## config.mk

```make
export PLATFORM = sky130hd
export DESIGN_NAME = boundary_alignment_tracker
export DESIGN_NICKNAME = d
export VERILOG_FILES = /design/src/rtl/boundary_alignment_tracker_pkg.sv /design/src/rtl/boundary_alignment_tracker_sat_counter.sv /design/src/rtl/boundary_alignment_tracker.sv
export SDC_FILE = /design/constraint.sdc
export NUM_CORES = 1
export LEC_CHECK = 0
export CAP_MARGIN = 10
export CORE_MARGIN = 2
export CORE_UTILIZATION = 46
export DETAILED_ROUTE_END_ITERATION = 16
export DONT_BUFFER_PORTS = 1
export PLACE_DENSITY = 0.68
export SYNTH_ARGS = -nofsm -noshare
export SYNTH_HDL_FRONTEND = slang
export SYNTH_SLANG_ARGS = --single-unit
```

## constraint.sdc

```tcl
create_clock -name clk -period 6.9 [get_ports clk]
set_input_delay 0.69 -clock clk [delete_from_list [all_inputs] [get_ports clk]]
set_output_delay 0.69 -clock clk [all_outputs]
set_load 0.01 [all_outputs]
```

## src/rtl/boundary_alignment_tracker_pkg.sv

```systemverilog
// -----------------------------------------------------------------------------
// boundary_pkg
// Shared definitions for the boundary alignment tracker and the three-boundary
// coordination logic that consumes its state.
//   ONE_Q14         : unity in Q14 (1 << 14).
//   ON_THRESH_DEF   : default onset threshold (0.75 in Q14).
//   OFF_THRESH_DEF  : default release threshold (0.5 in Q14).
//   tracker_state_e : tracker FSM encoding (IDLE=0, ONSET=1, LOCKED=2, RELEASE=3).
// -----------------------------------------------------------------------------
package boundary_pkg;

  localparam int ONE_Q14        = 16384;
  localparam int ON_THRESH_DEF  = 12288;
  localparam int OFF_THRESH_DEF = 8192;

  typedef enum logic [1:0] {
    IDLE    = 2'd0,
    ONSET   = 2'd1,
    LOCKED  = 2'd2,
    RELEASE = 2'd3
  } tracker_state_e;

  function automatic int max_int(input int a, input int b);
    return (a > b) ? a : b;
  endfunction

endpackage

```

## src/rtl/boundary_alignment_tracker_sat_counter.sv

```systemverilog
// -----------------------------------------------------------------------------
// sat_counter
// Up-counter that sticks at all-ones instead of wrapping.
// Priority: clr > load > inc.
// Ports:
//   clk, rst  : clock, asynchronous active-high reset (count -> 0)
//   clr       : synchronous clear to zero
//   load      : synchronous load of load_val
//   load_val  : value taken on load
//   inc       : increment by one unless already all-ones
//   count     : current count
// -----------------------------------------------------------------------------
module sat_counter #(
  parameter int W = 16
) (
  input  logic         clk,
  input  logic         rst,
  input  logic         clr,
  input  logic         load,
  input  logic [W-1:0] load_val,
  input  logic         inc,
  output logic [W-1:0] count
);

  always_ff @(posedge clk or posedge rst) begin
    if (rst) begin
      count <= '0;
    end else if (clr) begin
      count <= '0;
    end else if (load) begin
      count <= load_val;
    end else if (inc && !(&count)) begin
      count <= count + W'(1);
    end
  end

endmodule

```

## src/rtl/boundary_alignment_tracker.sv

```systemverilog
// -----------------------------------------------------------------------------
// boundary_alignment_tracker
// Turns a per-boundary alignment/detuning sample stream into alignment
// episodes using a hysteretic IDLE/ONSET/LOCKED/RELEASE FSM with dwell
// qualification on both entry and exit.
//
// Optional feature macro: BOUNDARY_TRACKER_STATS_EN
//   defined   : peak_alignment / min_detuning track the current episode and
//               hold after release until the next onset.
//   undefined : tracking registers are absent, both outputs read 0.
//
// Handshake: there is no valid/ready pair; clk_en is a sample strobe. Each
// clk edge with clk_en=1 consumes exactly one (alignment_in, detuning_in)
// sample; with clk_en=0 the inputs are ignored and all state holds, except
// that pulses drop after one clk and clear_stats still acts.
//
// Ports:
//   clk, rst          : clock, asynchronous active-high reset
//   clk_en            : sample strobe
//   alignment_in      : signed Q14 alignment (clamped to [0, ONE])
//   detuning_in       : signed detuning in OMEGA_DT units (negatives -> 0)
//   clear_stats       : synchronous clear of episode_count/episode_duration
//   locked            : high in LOCKED and RELEASE
//   onset_pulse       : one clk on ONSET -> LOCKED
//   release_pulse     : one clk on RELEASE -> IDLE
//   episode_duration  : enabled-sample length of last completed episode
//   episode_count     : completed episodes, saturating
//   peak_alignment    : max alignment of current/last episode
//   min_detuning      : min detuning of current/last episode
// The FSM state is visible as the internal signal 'state' (tracker_state_e).
// -----------------------------------------------------------------------------
module boundary_alignment_tracker
  import boundary_pkg::*;
#(
  parameter int WIDTH         = 18,
  parameter int FRAC          = 14,
  parameter int ON_THRESH     = ON_THRESH_DEF,
  parameter int OFF_THRESH    = OFF_THRESH_DEF,
  parameter int ONSET_DWELL   = 16,
  parameter int RELEASE_DWELL = 8,
  parameter int DUR_WIDTH     = 16,
  parameter int CNT_WIDTH     = 16
) (
  input  logic                    clk,
  input  logic                    rst,
  input  logic                    clk_en,
  input  logic signed [WIDTH-1:0] alignment_in,
  input  logic signed [WIDTH-1:0] detuning_in,
  input  logic                    clear_stats,
  output logic                    locked,
  output logic                    onset_pulse,
  output logic                    release_pulse,
  output logic [DUR_WIDTH-1:0]    episode_duration,
  output logic [CNT_WIDTH-1:0]    episode_count,
  output logic signed [WIDTH-1:0] peak_alignment,
  output logic signed [WIDTH-1:0] min_detuning
);

  localparam logic signed [WIDTH-1:0] ONE_S = WIDTH'(2 ** FRAC);
  localparam logic signed [WIDTH-1:0] ON_S  = WIDTH'(ON_THRESH);
  localparam logic signed [WIDTH-1:0] OFF_S = WIDTH'(OFF_THRESH);

  // One dwell counter serves both ONSET and RELEASE; they never overlap.
  localparam int DW_W = $clog2(max_int(ONSET_DWELL, RELEASE_DWELL) + 1);
  localparam logic [DW_W:0] ONSET_DW_L   = (DW_W + 1)'(ONSET_DWELL);
  localparam logic [DW_W:0] RELEASE_DW_L = (DW_W + 1)'(RELEASE_DWELL);

  tracker_state_e state, state_next;

  logic signed [WIDTH-1:0] a;
  logic                    a_ge_on;
  logic                    a_lt_off;

  logic [DW_W-1:0]      dw;
  logic [DW_W:0]        dw_plus1;
  logic [DUR_WIDTH-1:0] dur;
  logic [DUR_WIDTH-1:0] dur_sat;

  logic dw_clr, dw_load, dw_inc;
  logic dur_clr, dur_inc;
  logic onset_evt, release_evt;

  // Input conditioning: clamp alignment to [0, ONE].
  always_comb begin
    a = alignment_in;
    if (alignment_in < 0) begin
      a = '0;
    end else if (alignment_in > ONE_S) begin
      a = ONE_S;
    end
  end

  assign a_ge_on  = (a >= ON_S);
  assign a_lt_off = (a < OFF_S);
  assign dw_plus1 = {1'b0, dw} + (DW_W + 1)'(1);
  // Length of the episode including the sample that completes the release.
  assign dur_sat  = (&dur) ? dur : dur + DUR_WIDTH'(1);

  // Next-state and counter control; nothing moves unless clk_en=1.
  always_comb begin
    state_next  = state;
    dw_clr      = 1'b0;
    dw_load     = 1'b0;
    dw_inc      = 1'b0;
    dur_clr     = 1'b0;
    dur_inc     = 1'b0;
    onset_evt   = 1'b0;
    release_evt = 1'b0;
    if (clk_en) begin
      case (state)
        IDLE: begin
          if (a_ge_on) begin
            if (ONSET_DWELL <= 1) begin
              onset_evt = 1'b1;
            end else begin
              state_next = ONSET;
              dw_load    = 1'b1;
            end
          end
        end
        ONSET: begin
          if (!a_ge_on) begin
            state_next = IDLE;
            dw_clr     = 1'b1;
          end else if (dw_plus1 >= ONSET_DW_L) begin
            onset_evt = 1'b1;
          end else begin
            dw_inc = 1'b1;
          end
        end
        LOCKED: begin
          dur_inc = 1'b1;
          if (a_lt_off) begin
            if (RELEASE_DWELL <= 1) begin
              release_evt = 1'b1;
            end else begin
              state_next = RELEASE;
              dw_load    = 1'b1;
            end
          end
        end
        RELEASE: begin
          dur_inc = 1'b1;
          if (!a_lt_off) begin
            state_next = LOCKED;
            dw_clr     = 1'b1;
          end else if (dw_plus1 >= RELEASE_DW_L) begin
            release_evt = 1'b1;
          end else begin
            dw_inc = 1'b1;
          end
        end
        default: state_next = IDLE;
      endcase
      if (onset_evt) begin
        state_next = LOCKED;
        dw_clr     = 1'b1;
        dur_clr    = 1'b1;
      end
      if (release_evt) begin
        state_next = IDLE;
        dw_clr     = 1'b1;
      end
    end
  end

  sat_counter #(.W(DW_W)) u_dwell (
    .clk      (clk),
    .rst      (rst),
    .clr      (dw_clr),
    .load     (dw_load),
    .load_val (DW_W'(1)),
    .inc      (dw_inc),
    .count    (dw)
  );

  sat_counter #(.W(DUR_WIDTH)) u_dur (
    .clk      (clk),
    .rst      (rst),
    .clr      (dur_clr),
    .load     (1'b0),
    .load_val ('0),
    .inc      (dur_inc),
    .count    (dur)
  );

  // clear_stats has priority, so a coinciding release still leaves count=0.
  sat_counter #(.W(CNT_WIDTH)) u_episodes (
    .clk      (clk),
    .rst      (rst),
    .clr      (clear_stats),
    .load     (1'b0),
    .load_val ('0),
    .inc      (release_evt),
    .count    (episode_count)
  );

  always_ff @(posedge clk or posedge rst) begin
    if (rst) begin
      state            <= IDLE;
      locked           <= 1'b0;
      onset_pulse      <= 1'b0;
      release_pulse    <= 1'b0;
      episode_duration <= '0;
    end else begin
      state         <= state_next;
      locked        <= (state_next == LOCKED) || (state_next == RELEASE);
      // Events are only raised with clk_en=1, so pulses self-clear next edge.
      onset_pulse   <= onset_evt;
      release_pulse <= release_evt;
      if (clear_stats) begin
        episode_duration <= '0;
      end else if (release_evt) begin
        episode_duration <= dur_sat;
      end
    end
  end

`ifdef BOUNDARY_TRACKER_STATS_EN
  logic signed [WIDTH-1:0] d;
  logic signed [WIDTH-1:0] peak_r;
  logic signed [WIDTH-1:0] min_r;

  assign d = (detuning_in < 0) ? '0 : detuning_in;

  // Seeded on lock entry, tracked only while LOCKED, held otherwise.
  always_ff @(posedge clk or posedge rst) begin
    if (rst) begin
      peak_r <= '0;
      min_r  <= '0;
    end else if (onset_evt) begin
      peak_r <= a;
      min_r  <= d;
    end else if (clk_en && (state == LOCKED)) begin
      if (a > peak_r) peak_r <= a;
      if (d < min_r)  min_r  <= d;
    end
  end

  assign peak_alignment = peak_r;
  assign min_detuning   = min_r;
`else
  logic unused_detuning;
  assign unused_detuning = ^detuning_in;
  assign peak_alignment  = '0;
  assign min_detuning    = '0;
`endif

endmodule

```

## Yosys cells after proc, flatten, opt, wreduce, memory -nomap -nowiden

Index checks and enable logic that the tools add are counted.

- Register bits: 58
- Latch bits: 0
- RAM bits: 0
- Memory bits (read-only): 0
- Input port bits: 40
- Output and inout bits: 71
- Logic and storage cells: 89
- Memories kept: 0

- Add/sub/neg operators: 4
- Multipliers: 0
- Divide/modulo/power cells: 0
- Magnitude comparators: 6
- Equal/unequal tests: 5
- Shifts and indexed selects: 0
- Multiplexer cells: 50
- Bitwise logic cells: 0
- Reduce and logical (&&, ||, !) cells: 16

Operators by type and width:

| kind | count |
|---|---|
| 16-bit two-way mux | 7 |
| 18-bit two-way mux | 2 |
| 16-bit by 1-bit adder with 16-bit output, second input constant | 2 |
| 16-bit AND reduction | 2 |
| 1-bit two-way mux | 27 |
| 18-bit by 15-bit greater-or-equal comparator with 1-bit output, second input constant | 1 |
| 18-bit by 16-bit greater-than comparator with 1-bit output, second input constant | 1 |
| 18-bit by 1-bit < comparator with 1-bit output, second input constant | 1 |
| 18-bit by 15-bit < comparator with 1-bit output, second input constant | 1 |
| 5-bit two-way mux | 3 |
| 2-bit two-way mux | 7 |
| 2-bit equality test, second input constant | 4 |
| 2-bit case mux with 4 select lines | 1 |
| 5-bit by 1-bit adder with 6-bit output, second input constant | 1 |
| 6-bit by 4-bit greater-or-equal comparator with 1-bit output, second input constant | 1 |
| 6-bit by 5-bit greater-or-equal comparator with 1-bit output, second input constant | 1 |
| 1-bit case mux with 2 select lines | 3 |
| 2-bit nonzero test | 3 |
| 5-bit by 1-bit adder with 5-bit output, second input constant | 1 |
| 5-bit AND reduction | 1 |
| 1-bit logical AND | 3 |
| 1-bit logical NOT | 3 |
| 3-bit nonzero test | 1 |
| 2-bit by 1-bit equality test with 1-bit output, second input constant | 1 |
| 3 further kinds | 3 |

## Longest topological paths before layout

Gate-level depths: netlist (run 1).

- Depth in word-level cells: 12
- Gate-level depth with buffers: 10
- Mapped depth without buffers: 9

## Cells and area by module

Synthesis (run 1) repeated with hierarchy kept, for this count alone.

- Cells, all modules: 465
- Area total of the unflattened synthesis: 4191.5 µm²

Modules (own cells, without submodules):

| module | instances | cells an instance | area each (µm²) | seq. area each (µm²) |
|---|---|---|---|---|
| sat_counter at u_dur ... | 2 | 127 | 1118.6 | 400.4 |
| boundary_alignment_tracker | 1 | 181 | 1651.6 | 525.5 |
| sat_counter at u_dwell | 1 | 30 | 302.8 | 125.1 |

## Worst setup path before layout (run 1)

OpenSTA, ideal clock, no wires.

- Path kind: reg2reg
- Start: register u_dwell.count[0]
- End: register u_episodes.count[14]
- Arrival time: 2.125 ns
- Data required time: 6.762 ns
- Slack: 4.637 ns
- Cell stages (with the launch flop): 11
- Clock period less this slack: 2.263 ns
- Cells stage by stage: dfrtp_1 > ha_1 > and3_1 > ha_1 > nor3b_1 > mux2i_4 > nand2_2 > inv_2 > buf_6 > a41oi_1 > a211oi_1

- Cells in the longest elaborated chain, start to end: 9

RTL lines:

| what | line | RTL |
|---|---|---|
| from (decl) | boundary_alignment_tracker_sat_counter.sv:22 | `output logic [W-1:0] count` |
| from (signal assigned) | boundary_alignment_tracker_sat_counter.sv:31 | `count <= load_val;` |
| from (signal assigned) | boundary_alignment_tracker_sat_counter.sv:33 | `count <= count + W'(1);` |
| 5-bit by 1-bit adder with 6-bit output | boundary_alignment_tracker.sv:95 | `assign dw_plus1 = {1'b0, dw} + (DW_W + 1)'(1);` |
| 6-bit by 4-bit greater-or-equal comparator with 1-bit output | boundary_alignment_tracker.sv:147 | `end else if (dw_plus1 >= RELEASE_DW_L) begin` |
| 1-bit two-way mux | boundary_alignment_tracker.sv:147 |  |
| 1-bit two-way mux | boundary_alignment_tracker.sv:144 | `if (!a_lt_off) begin` |
| 1-bit two-way mux | boundary_alignment_tracker.sv:110 | `case (state)` |
| 1-bit two-way mux (2 in a row) | boundary_alignment_tracker.sv:109 | `if (clk_en) begin` |
| 1-bit logical AND | boundary_alignment_tracker_sat_counter.sv:32 | `end else if (inc && !(&count)) begin` |
| 2-bit nonzero test (no line) | n/a |  |
| to (signal assigned) | boundary_alignment_tracker_sat_counter.sv:31 |  |
| to (signal assigned) | boundary_alignment_tracker_sat_counter.sv:33 |  |
| to (decl) | boundary_alignment_tracker_sat_counter.sv:22 |  |

Every way passes these cells. The select of a mux whose other input is x is not followed.
A chain may end at the register's enable or synchronous reset.

## Worst setup path in the final report (run 1)

Same ends and word-level chain as after synthesis.

==> summary.txt, run 1 <==
Outcome
  • Run status: completed

Clocking
  • H-tree depth: 3
  • CTS tree: built
  • CTS Sinks: 58
  • Setup bufs post-CTS: 0
  • Maximum clock path buffer count: 2
  • CTS Root Cell: clkbuf_8
  • Hold_buf cts: 0
  • CTS Buf Count: 9
  • Skew-Pair Late Insertion Delay: 0.35 ns
  • Clk slew on worst S/H paths: 0.07 ns
  • Cts repair resizes: 0

Critical path
  • Crit path launch: u_dwell.count[0]
  • Reg2reg start: u_dwell.count[0]
  • Data required, critical path: 7.12 ns
  • Top cell by count, worst path: ha_1
  • Largest stage delay on the critical path: 0.41 ns
  • Worst setup SP type: register
  • CP max-delay cell: dfrtp_1
  • Worst Path Max Fanout: 20
  • CP Data Arrival Time: 2.73 ns
  • Flop2flop setup slack: 4.38 ns
  • Endpoint class of the critical path: register
  • Critical path class: register to register
  • Critical Path, Cell by Cell: ha_1 -> and3_1 -> ha_1 -> nor3b_1 -> mux2i_4 -> nand2_2 -> inv_2 -> a41oi_1 -> a211oi_1

Routing
  • DRC: 0
  • Antenna Violating Nets Remaining: 0
  • Per-cell routed wire length: 15.5 µm
  • Routed wire length: 6890 µm
  • 1st-pass router iterations: 5
  • Vias per inst: 5.56
  • First DRT Iteration DRCs: 127
  • Total number of vias: 2475

Synthesis
  • Avg Cell Area, Syn: 10.1 µm²
  • Yosys reg bits: 58
  • Largest cells by area after synthesis: dfrtp_1 42%, buf_4 8.2%, nor2_1 3.0%
  • Post-Syn Area: 3460 µm²
  • Largest area contributor in the netlist: dfrtp_1
  • YS warnings: 0
  • Post-synth ARST share: 1.00
  • EDFF count, synth: 0
  • Top_reg_cell synth: dfrtp_1
  • Top-area cell type share of the netlist area: 0.419
  • Synth unique cells: 63
  • Syn Inst Count: 343
  • Sequential area share after synthesis: 0.419

Floorplan
  • Die H: 90.8 µm
  • Core area: 7250 µm²
  • Ports: 111
  • Die area: 8240 µm²
  • Initial Utilization: 0.477
  • Die width: 90.8 µm
  • Core Rows: 31

Finish
  • Leading cell type in the layout, fill and taps excluded: dfrtp_1
  • Share of layout cells above drive strength 1: 0.121
  • Antenna fix cells: 0
  • Commonest cells after routing, fill and taps aside: 58 x dfrtp_1, 36 x conb_1, 28 x nor2_1
  • Synth-to-Final Area Change: 3.07%
  • Utilization after layout: 0.492
  • Layout net count: 386
  • Post-layout instance area: 3570 µm²

Power
  • P per Cell Area: 206 nW/µm²
  • Peak supply drop: 127 µV
  • Leak: 1.52 nW

Min path
  • Hold WC Path Type: primary input to register
  • Hold_sp: clear_stats

STA
  • Maximum clock rate: 397 MHz
  • Slew headroom: 0.512
  • Slew @ Worst Pin: 0.732 ns
  • Setup TNS: 0 ns
  • Final period utilization: 0.365
  • Minimum clock period: 2.52 ns
  • # setup viols final: 0
  • Unrepaired setup endpoints after global routing: false
  • Layout Skew: 0.00773 ns
  • Final Max Slew Viols: 0
  • Fin. Hold Viols: 0

Global route
  • First-pass GRT wire length: 11600 µm
  • Gr usage total: 0.176
  • Gr ovfl total: 0
  • Largest net degree at the start of global routing: 59
  • Initial antenna violation count: 0
  • Vias in the first global route: 2339

Placed design
  • DP Area: 3380 µm²
  • Placer congestion estimate: 0.839
  • Port-buffer cells: 0
  • HPWL Detailed: 4700 µm

Run
  • Max-cap check violation count: 0
[worst paths after layout]
path | end | cells past startpoint
setup / recovery | u_episodes.count[14] | 9
hold / removal | episode_duration[7] | 1
setup reg to reg | u_episodes.count[14] | 9
hold reg to reg | u_dur.count[9] | 1
max in group asynchronous | u_episodes.count[9] | 2
min in group asynchronous | release_pulse | 2
[flip-flops by register name (all words and copies together) (netlist names)]
register,flops
episode_duration,16
u_dur.count,16
u_episodes.count,16
u_dwell.count,5
state,2
locked,1
onset_pulse,1
release_pulse,1
[power by group]
group | leakage [nW] | internal (mW) | switching [mW]
logic | 0.620 | 0.0239 | 0.0403
registers | 0.805 | 0.350 | 0.0120
clock network | 0.0941 | 0.173 | 0.138
[per-layer routing]
metal	vias to the layer above	part of all wire	routed length, µm	global-route usage
li1	1183	-	-	-
met1	1213	0.44	3040	0.218
met2	72	0.48	3330	0.285
met3	7	0.065	451	0.0693
met4	0	0.011	75	0.0505
met5	-	0	0	0
[synth_stat cells, types with 4 or more instances]
library cell and count:
nand2b_1 5, xnor2_1 6, nand3b_1 4, clkbuf_1 4, nand4_1 4, a31oi_1 5, or3_1 6, o2bb2ai_1 8
nor4_1 4, and3_1 13, buf_4 38, a211oi_1 12, and4_1 5, nand3_1 15, o21ai_0 9, ha_1 4
xor2_1 12, a21oi_1 15, nand2_1 20, nor3_1 8, nor2_1 28, dfrtp_1 58
[critical path, delay by kind of cell (launching register included)]
family	cells	cell delay, ns
AO/OA/AOI/OAI	2	0.31
adder cells (fa/ha/maj)	2	0.52
buffers and inverters	1	0.20
flip-flops	1	0.41
multiplexers	1	0.18
AND/OR/NAND/NOR	3	0.77
[cell type report]
class | instances | area [µm²]
flip-flops and latches | 58 | 1450
clock buffers | 10 | 138
multi-input cells | 268 | 1780
repair buffers | 1 | 7.51
inverters | 4 | 15.0
fillers | 681 | 3680
well taps | 99 | 124
clock inverters | 5 | 55.1
[stage by stage]
step / total power [mW] / hold slack [ns] / std cells / setup WS (ns)
floorplan: 0.439 / 0.490 / 378 / 4.64
global placement: 0.431 / 0.512 / 430 / 4.42
detailed placement: 0.433 / 0.519 / 430 / 4.38
CTS: 0.746 / 0.386 / 445 / 4.36
global route: 0.774 / 0.382 / 445 / 4.22
finish: 0.736 / 0.402 / 445 / 4.38
[cell families after synthesis]
| logic type | Yosys count | share of synthesized area |
|---|---|---|
| AND/OR/NAND/NOR | 126 | 0.208 |
| AO/OA/AOI/OAI | 77 | 0.181 |
| flip-flops | 58 | 0.419 |
| buffers and inverters | 52 | 0.105 |
| XOR/XNOR | 18 | 0.0455 |
| multiplexers | 7 | 0.0260 |
| adder cells (fa/ha/maj) | 4 | 0.0145 |
| other | 1 | 0.00108 |
(Power assumes the default switching activity.)
==> run 2, diff against run 1 <==
Clock period 6.9 ns to 2.6 ns, I/O delays scaled along.
==> run 2 against run 1 <==
Net effect: register-to-register slack got worse by 4.1 ns; clock power rose to 3.1 times the previous value; sequential power grew to 2.7 times the previous value; sequential share of layout area decreased by 1.5 points; hold slack got worse by 0.32 ns; power grew to 2.9 times the previous value; global-route usage rose by 0.66 points.
==> summary.txt, run 2 (synthesis results as in run 1) <==
Placed design
  • HPWL Detailed: 5030 µm (+7.1%)
  • DP Area: 3420 µm² (+1.3%)
  • Port-buffer cells: 0 (unchanged)
  • Placer congestion estimate: 0.862 (+2.8%)

Floorplan
  • Core area: 7250 µm² (unchanged)
  • Die area: 8240 µm² (unchanged)
  • Die width: 90.8 µm (unchanged)
  • Die H: 90.8 µm (unchanged)
  • Core Rows: 31 (unchanged)
  • Initial Utilization: 0.477 (unchanged)
  • Ports: 111 (unchanged)

Power
  • Leak: 1.59 nW (+5.0%)
  • Sequential cell fraction of total power: 0.450 (-0.041)
  • Int Pwr: 1.62 mW (+200%)
  • Switching Fraction: 0.240 (-0.0175)
  • P per Cell Area: 575 nW/µm² (+180%)
  • Switching pwr: 0.513 mW (+170%)
  • Peak supply drop: 371 µV (+190%)
  • Logic pwr share: 0.092 (+0.005)
  • Clock power share: 0.458 (+0.036)

Global route
  • Initial antenna violation count: 0 (unchanged)
  • First-pass GRT wire length: 11900 µm (+3.0%)
  • Gr ovfl total: 0 (unchanged)
  • Gr usage total: 0.183 (+0.00659)
  • Vias in the first global route: 2395 (+2.4%)
  • Largest net degree at the start of global routing: 34 (-42%)

STA
  • Unrepaired setup endpoints after global routing: false
  • Minimum clock period: 2.33 ns (-0.181 ns)
  • Fin. Hold Viols: 0 (unchanged)
  • Setup TNS: 0 ns (unchanged)
  • Worst hold slack: 0.0771 ns (-0.325 ns)
  • Slew headroom: 0.541 (+0.0297)
  • Maximum clock rate: 428 MHz (+7.8%)
  • Layout Skew: 0.0116 ns (+0.00387 ns)
  • Final period utilization: 0.898 (+0.533)
  • Final Max Slew Viols: 0 (unchanged)
  • Slew @ Worst Pin: 0.687 ns (-0.0455 ns)
  • # setup viols final: 0 (unchanged)

Clocking
  • Maximum clock path buffer count: 2 (unchanged)
  • CTS Root Cell: clkbuf_8
  • Setup bufs post-CTS: 0 (unchanged)
  • CTS tree: built
  • CTS Buf Count: 9 (unchanged)
  • Clk slew on worst S/H paths: 0.07 ns (about the same)
  • Skew-Pair Late Insertion Delay: 0.34 ns (about the same)
  • CTS Sinks: 58 (unchanged)
  • H-tree depth: 3 (unchanged)

Critical path
  • Critical path class: register to register
  • Data required, critical path: 2.86 ns (-4.26 ns)
  • Worst setup SP type: register
  • Endpoint class of the critical path: register
  • CP Data Arrival Time: 2.59 ns (-0.14 ns)
  • Worst Path Max Fanout: 10 (-50%)
  • Flop2flop setup slack: 0.27 ns (-4.12 ns)

Finish
  • Post-layout instance area: 3710 µm² (+3.9%)
  • Leading cell type in the layout, fill and taps excluded: dfrtp_1
  • Share of layout cells above drive strength 1: 0.143 (+0.0219)
  • Biggest regs: episode_duration (16), u_dur.count (16), u_episodes.count (16)
  • Layout net count: 395 (+2.3%)
  • Synth-to-Final Area Change: 7.04%
  • Utilization after layout: 0.511 (+0.0190)
  • Filler instances: 662 (-2.8%)
  • Commonest cells after routing, fill and taps aside: 58 x dfrtp_1, 36 x conb_1, 28 x nor2_1
  • Antenna fix cells: 0 (unchanged)

Min path
  • Hold WC Path Type: primary input to register

Routing
  • Total number of vias: 2506 (+1.3%)
  • Per-cell routed wire length: 15.9 µm (+3.0%)
  • Vias per inst: 5.51 (-0.97%)
  • DRC: 0 (unchanged)
  • Routed wire length: 7260 µm (+5.3%)
  • 1st-pass router iterations: 4 (-1)
  • Antenna Violating Nets Remaining: 0 (unchanged)
  • First DRT Iteration DRCs: 138 (+8.7%)

Run
  • Max-cap check violation count: 0 (unchanged)

Outcome
  • Run status: completed
run 2: cell types whose count changed in the layout (fill, tap and decap cells not counted):
cell | previous run | this run
clkinvlp_4 | 2 | 1
nor3b_2 | 0 | 1
buf_12 | 0 | 1
buf_4 | 1 | 7
inv_4 | 0 | 1
clkinv_2 | 2 | 1
inv_2 | 2 | 1
clkbuf_8 | 10 | 12
nor3b_1 | 3 | 2
dlygate4sd3_1 | 0 | 2
bufinv_16 | 1 | 2
run 2: routing by layer:
metal / part of all wire / global-route usage
met5: 0 / 0
met4: 0.017 / 0.0682
met3: 0.063 / 0.0668
met2: 0.48 / 0.292
met1: 0.44 / 0.226
run 2: critical path: stages (launching register included):
cell and delay [ns]:
dfrtp_1 0.41, ha_1 0.22, and3_1 0.18, ha_1 0.32, nor2_1 0.09, mux2i_4 0.16, buf_4 0.16, o2111ai_4 0.15
or3_1 0.39, a21oi_1 0.16
run 2: final cells by class:
cell class                 instances  area (µm²)  share of cell area
clock buffer                      12         165              0.0445
clock inverter                     4        72.6              0.0196
inverter                           4        17.5             0.00472
multi-input combinational        268        1780               0.481
sequential                        58        1450               0.391
tap                               99         124              0.0334
timing repair buffer              10        92.6              0.0250
run 2: power groups by stage:
| stage | clock [mW] | sequential (mW) | combinational, mW |
|---|---|---|---|
| after CTS | 1.00 | 0.960 | 0.197 |
| after detailed placement | 0 | 0.977 | 0.183 |
| after global routing | 1.04 | 0.964 | 0.217 |
| final | 0.976 | 0.960 | 0.197 |
| after floorplan | 0 | 0.969 | 0.197 |
| after global placement | 0 | 0.976 | 0.175 |
run 2: metrics by stage:
stage,setup slack (ns),instances,total power [mW]
after detailed placement,0.0995,436,1.16
after global placement,0.189,436,1.15
after floorplan,0.337,378,1.17
after CTS,0.0592,455,2.16
final,0.265,455,2.13
after global routing,0.0803,455,2.22
run 2: timing repair:
| action | in CTS | in global routing |
|---|---|---|
| resized for setup | 0 | 3 |
| hold buffers | 3 | 0 |
| setup endpoints to repair | 0 | 9 |
| hold endpoints to repair | 61 | 0 |
run 2: worst paths after layout:
check	startpoint	end	depth (start not counted)
min in group asynchronous	rst	release_pulse	2
setup / recovery	u_dwell.count[0]	u_episodes.count[15]	9
hold / removal	clear_stats	episode_duration[2]	2
hold reg to reg	u_dur.count[9]	u_dur.count[9]	1
setup reg to reg	u_dwell.count[0]	u_episodes.count[15]	9
max in group asynchronous	rst	u_episodes.count[15]	3
==> run 3, diff against run 2 <==
Settings changed: REMOVE_ABC_BUFFERS from default to 1.
==> run 3 against run 2 <==
Net effect: register-to-register slack better by 0.02 ns; wire length is 0.11% higher; non-clock buffer count is 2 lower; critical path depth stayed put.
==> summary.txt, run 3 (synthesis results as in run 1) <==
Outcome
  • Run status: completed

Critical path
  • Reg2reg start: u_dwell.count[0]
  • CP Capture Point: u_episodes.count[14]
  • Crit path launch: u_dwell.count[0]
  • Data required, critical path: 2.84 ns (-0.02 ns)
  • Worst setup SP type: register
  • Worst Path Max Fanout: 20 (+10)
  • Flop2flop setup slack: 0.29 ns (+0.02 ns)
  • Endpoint class of the critical path: register
  • CP Data Arrival Time: 2.55 ns (-0.04 ns)
  • Reg2Reg Depth: 9 (unchanged)
  • R2r endpoint: u_episodes.count[14]
  • Critical path class: register to register

Finish
  • Leading cell type in the layout, fill and taps excluded: dfrtp_1
  • Layout net count: 393 (-0.51%)
  • Antenna fix cells: 0 (unchanged)
  • Biggest regs: episode_duration (16), u_dur.count (16), u_episodes.count (16)
  • Post-Layout Cell Count: 453 (-0.44%)
  • Utilization after layout: 0.508 (-0.00328)
  • Synth-to-Final Area Change: 6.36%
  • Commonest cells after routing, fill and taps aside: 58 x dfrtp_1, 36 x conb_1, 28 x nor2_1
  • Post-layout instance area: 3680 µm² (-0.64%)
  • Share of layout cells above drive strength 1: 0.138 (-0.00484)

STA
  • Minimum clock period: 2.31 ns (-0.0244 ns)
  • Fin worst setup slack: 0.290 ns (+0.0244 ns)
  • Slew headroom: 0.598 (+0.0562)
  • Final period utilization: 0.889 (-0.00939)
  • # setup viols final: 0 (unchanged)
  • Layout Skew: 0.00520 ns (-0.00640 ns)
  • Setup TNS: 0 ns (unchanged)
  • Worst hold slack: 0.0172 ns (-0.0599 ns)
  • Fin. Hold Viols: 0 (unchanged)
  • Slew @ Worst Pin: 0.603 ns (-0.0841 ns)
  • Final Max Slew Viols: 0 (unchanged)
  • Unrepaired setup endpoints after global routing: false
  • Maximum clock rate: 433 MHz (+1.1%)

Routing
  • M1 WL: 3210 µm (+0.63%)
  • Met2 WL: 3450 µm (-1.1%)
  • Met3 WL: 532 µm (+16%)
  • Antenna Violating Nets Remaining: 0 (unchanged)
  • Total number of vias: 2555 (+2.0%)
  • Routed wire length: 7260 µm (+0.11%)
  • Vias per inst: 5.64 (+2.4%)
  • DRC: 0 (unchanged)
  • First DRT Iteration DRCs: 180 (+30%)
  • DR top layer: met4
  • 1st-pass router iterations: 4 (unchanged)
  • Per-cell routed wire length: 16.0 µm (+0.55%)

Placed design
  • Port-buffer cells: 0 (unchanged)
  • Placer congestion estimate: 0.849 (-1.5%)
  • Placed cell count: 435 (-0.23%)
  • HPWL Detailed: 4860 µm (-3.3%)
  • DP Area: 3430 µm² (+0.15%)
  • Place WS: 0.142 ns (+0.0425 ns)

Power
  • Leak: 1.58 nW (-0.86%)
  • Clock power share: 0.446 (-0.012)
  • Logic pwr share: 0.093 (about the same)
  • P per Cell Area: 565 nW/µm² (-1.7%)
  • Switching Fraction: 0.248 (+0.00757)
  • Peak supply drop: 283 µV (-24%)
  • Sequential cell fraction of total power: 0.461 (+0.011)
  • PnR Total Power: 2.08 mW (-2.4%)
  • Int Pwr: 1.57 mW (-3.3%)
  • Switching pwr: 0.517 mW (+0.72%)

Clocking
  • Setup bufs post-CTS: 0 (unchanged)
  • CTS Buf Count: 9 (unchanged)
  • Maximum clock path buffer count: 2 (unchanged)
  • H-tree depth: 3 (unchanged)
  • Clk slew on worst S/H paths: 0.07 ns (about the same)
  • CTS Sinks: 58 (unchanged)
  • Skew-Pair Late Insertion Delay: 0.34 ns (about the same)
  • CTS tree: built
  • CTS Root Cell: clkbuf_8

Global route
  • Gr ovfl total: 0 (unchanged)
  • Initial antenna violation count: 0 (unchanged)
  • Gr usage total: 0.184 (+0.000991)
  • First-pass GRT wire length: 12200 µm (+2.1%)
  • Largest net degree at the start of global routing: 33 (-2.9%)
  • Vias in the first global route: 2419 (+1.0%)

Min path
  • Hold WC Path Type: primary input to register

Floorplan
  • Die H: 90.8 µm (unchanged)
  • Initial Utilization: 0.477 (unchanged)
  • Die area: 8240 µm² (unchanged)
  • Core area: 7250 µm² (unchanged)
  • Ports: 111 (unchanged)
  • Die width: 90.8 µm (unchanged)
  • Core Rows: 31 (unchanged)

Run
  • Max-cap check violation count: 0 (unchanged)
-- run 3: changes by cell type in the layout (fill, tap and decap cells not counted) --
cell and change:
clkinv_2 +1, clkbuf_8 -2, dlygate4sd3_1 -1, buf_12 +1, clkbuf_1 +1, buf_4 -2
-- run 3: worst min-delay path by stage --
stage	from	to	slack (ns)	cells after the start
floorplan	clear_stats	episode_duration[14]	0.32	1
global placement	rst	u_dur.count[15]	0.25	1
detailed placement	rst	episode_duration[13]	0.26	1
CTS	clear_stats	episode_duration[0]	0.006	1
global route	clear_stats	episode_duration[0]	0.009	1
finish	clear_stats	episode_duration[0]	0.02	1
-- run 3: routing by layer --
layer | vias to the layer above | GRT usage
met5 | - | 0
li1 | 1199 | -
met2 | 79 | 0.286
met3 | 7 | 0.0643
met1 | 1270 | 0.244
met4 | 0 | 0.0505
-- run 3: power by group through the flow --
stage / registers [mW] / logic, mW / clock network (mW)
after floorplan: 0.969 / 0.148 / 0
after global placement: 0.975 / 0.177 / 0
after detailed placement: 0.978 / 0.181 / 0
after CTS: 0.961 / 0.194 / 0.949
after global routing: 0.967 / 0.215 / 0.993
final: 0.961 / 0.193 / 0.929
-- run 3: critical path, cell delays in order, from the launching register on --
cell and delay (ns):
dfrtp_1 0.42, ha_1 0.23, and3_1 0.18, ha_1 0.32, nor2_1 0.08, mux2i_4 0.17, nand2_2 0.15, inv_4 0.24
a41oi_1 0.15, a211oi_1 0.27
-- run 3: what timing repair did --
action | in CTS | in global routing
gates resized for setup | 0 | 3
endpoints found under the hold margin | 56 | 0
setup endpoints to repair | 0 | 2
hold buffers | 2 | 0
-- run 3: layout make-up --
class	instances	area [µm²]
Sequential cell	58	1450
Inverter	4	17.5
Multi-Input combinational cell	268	1780
Clock inverter	5	77.6
Fill cell	685	3570
Tap cell	99	124
Clock buffer	11	141
Timing Repair Buffer	8	87.6
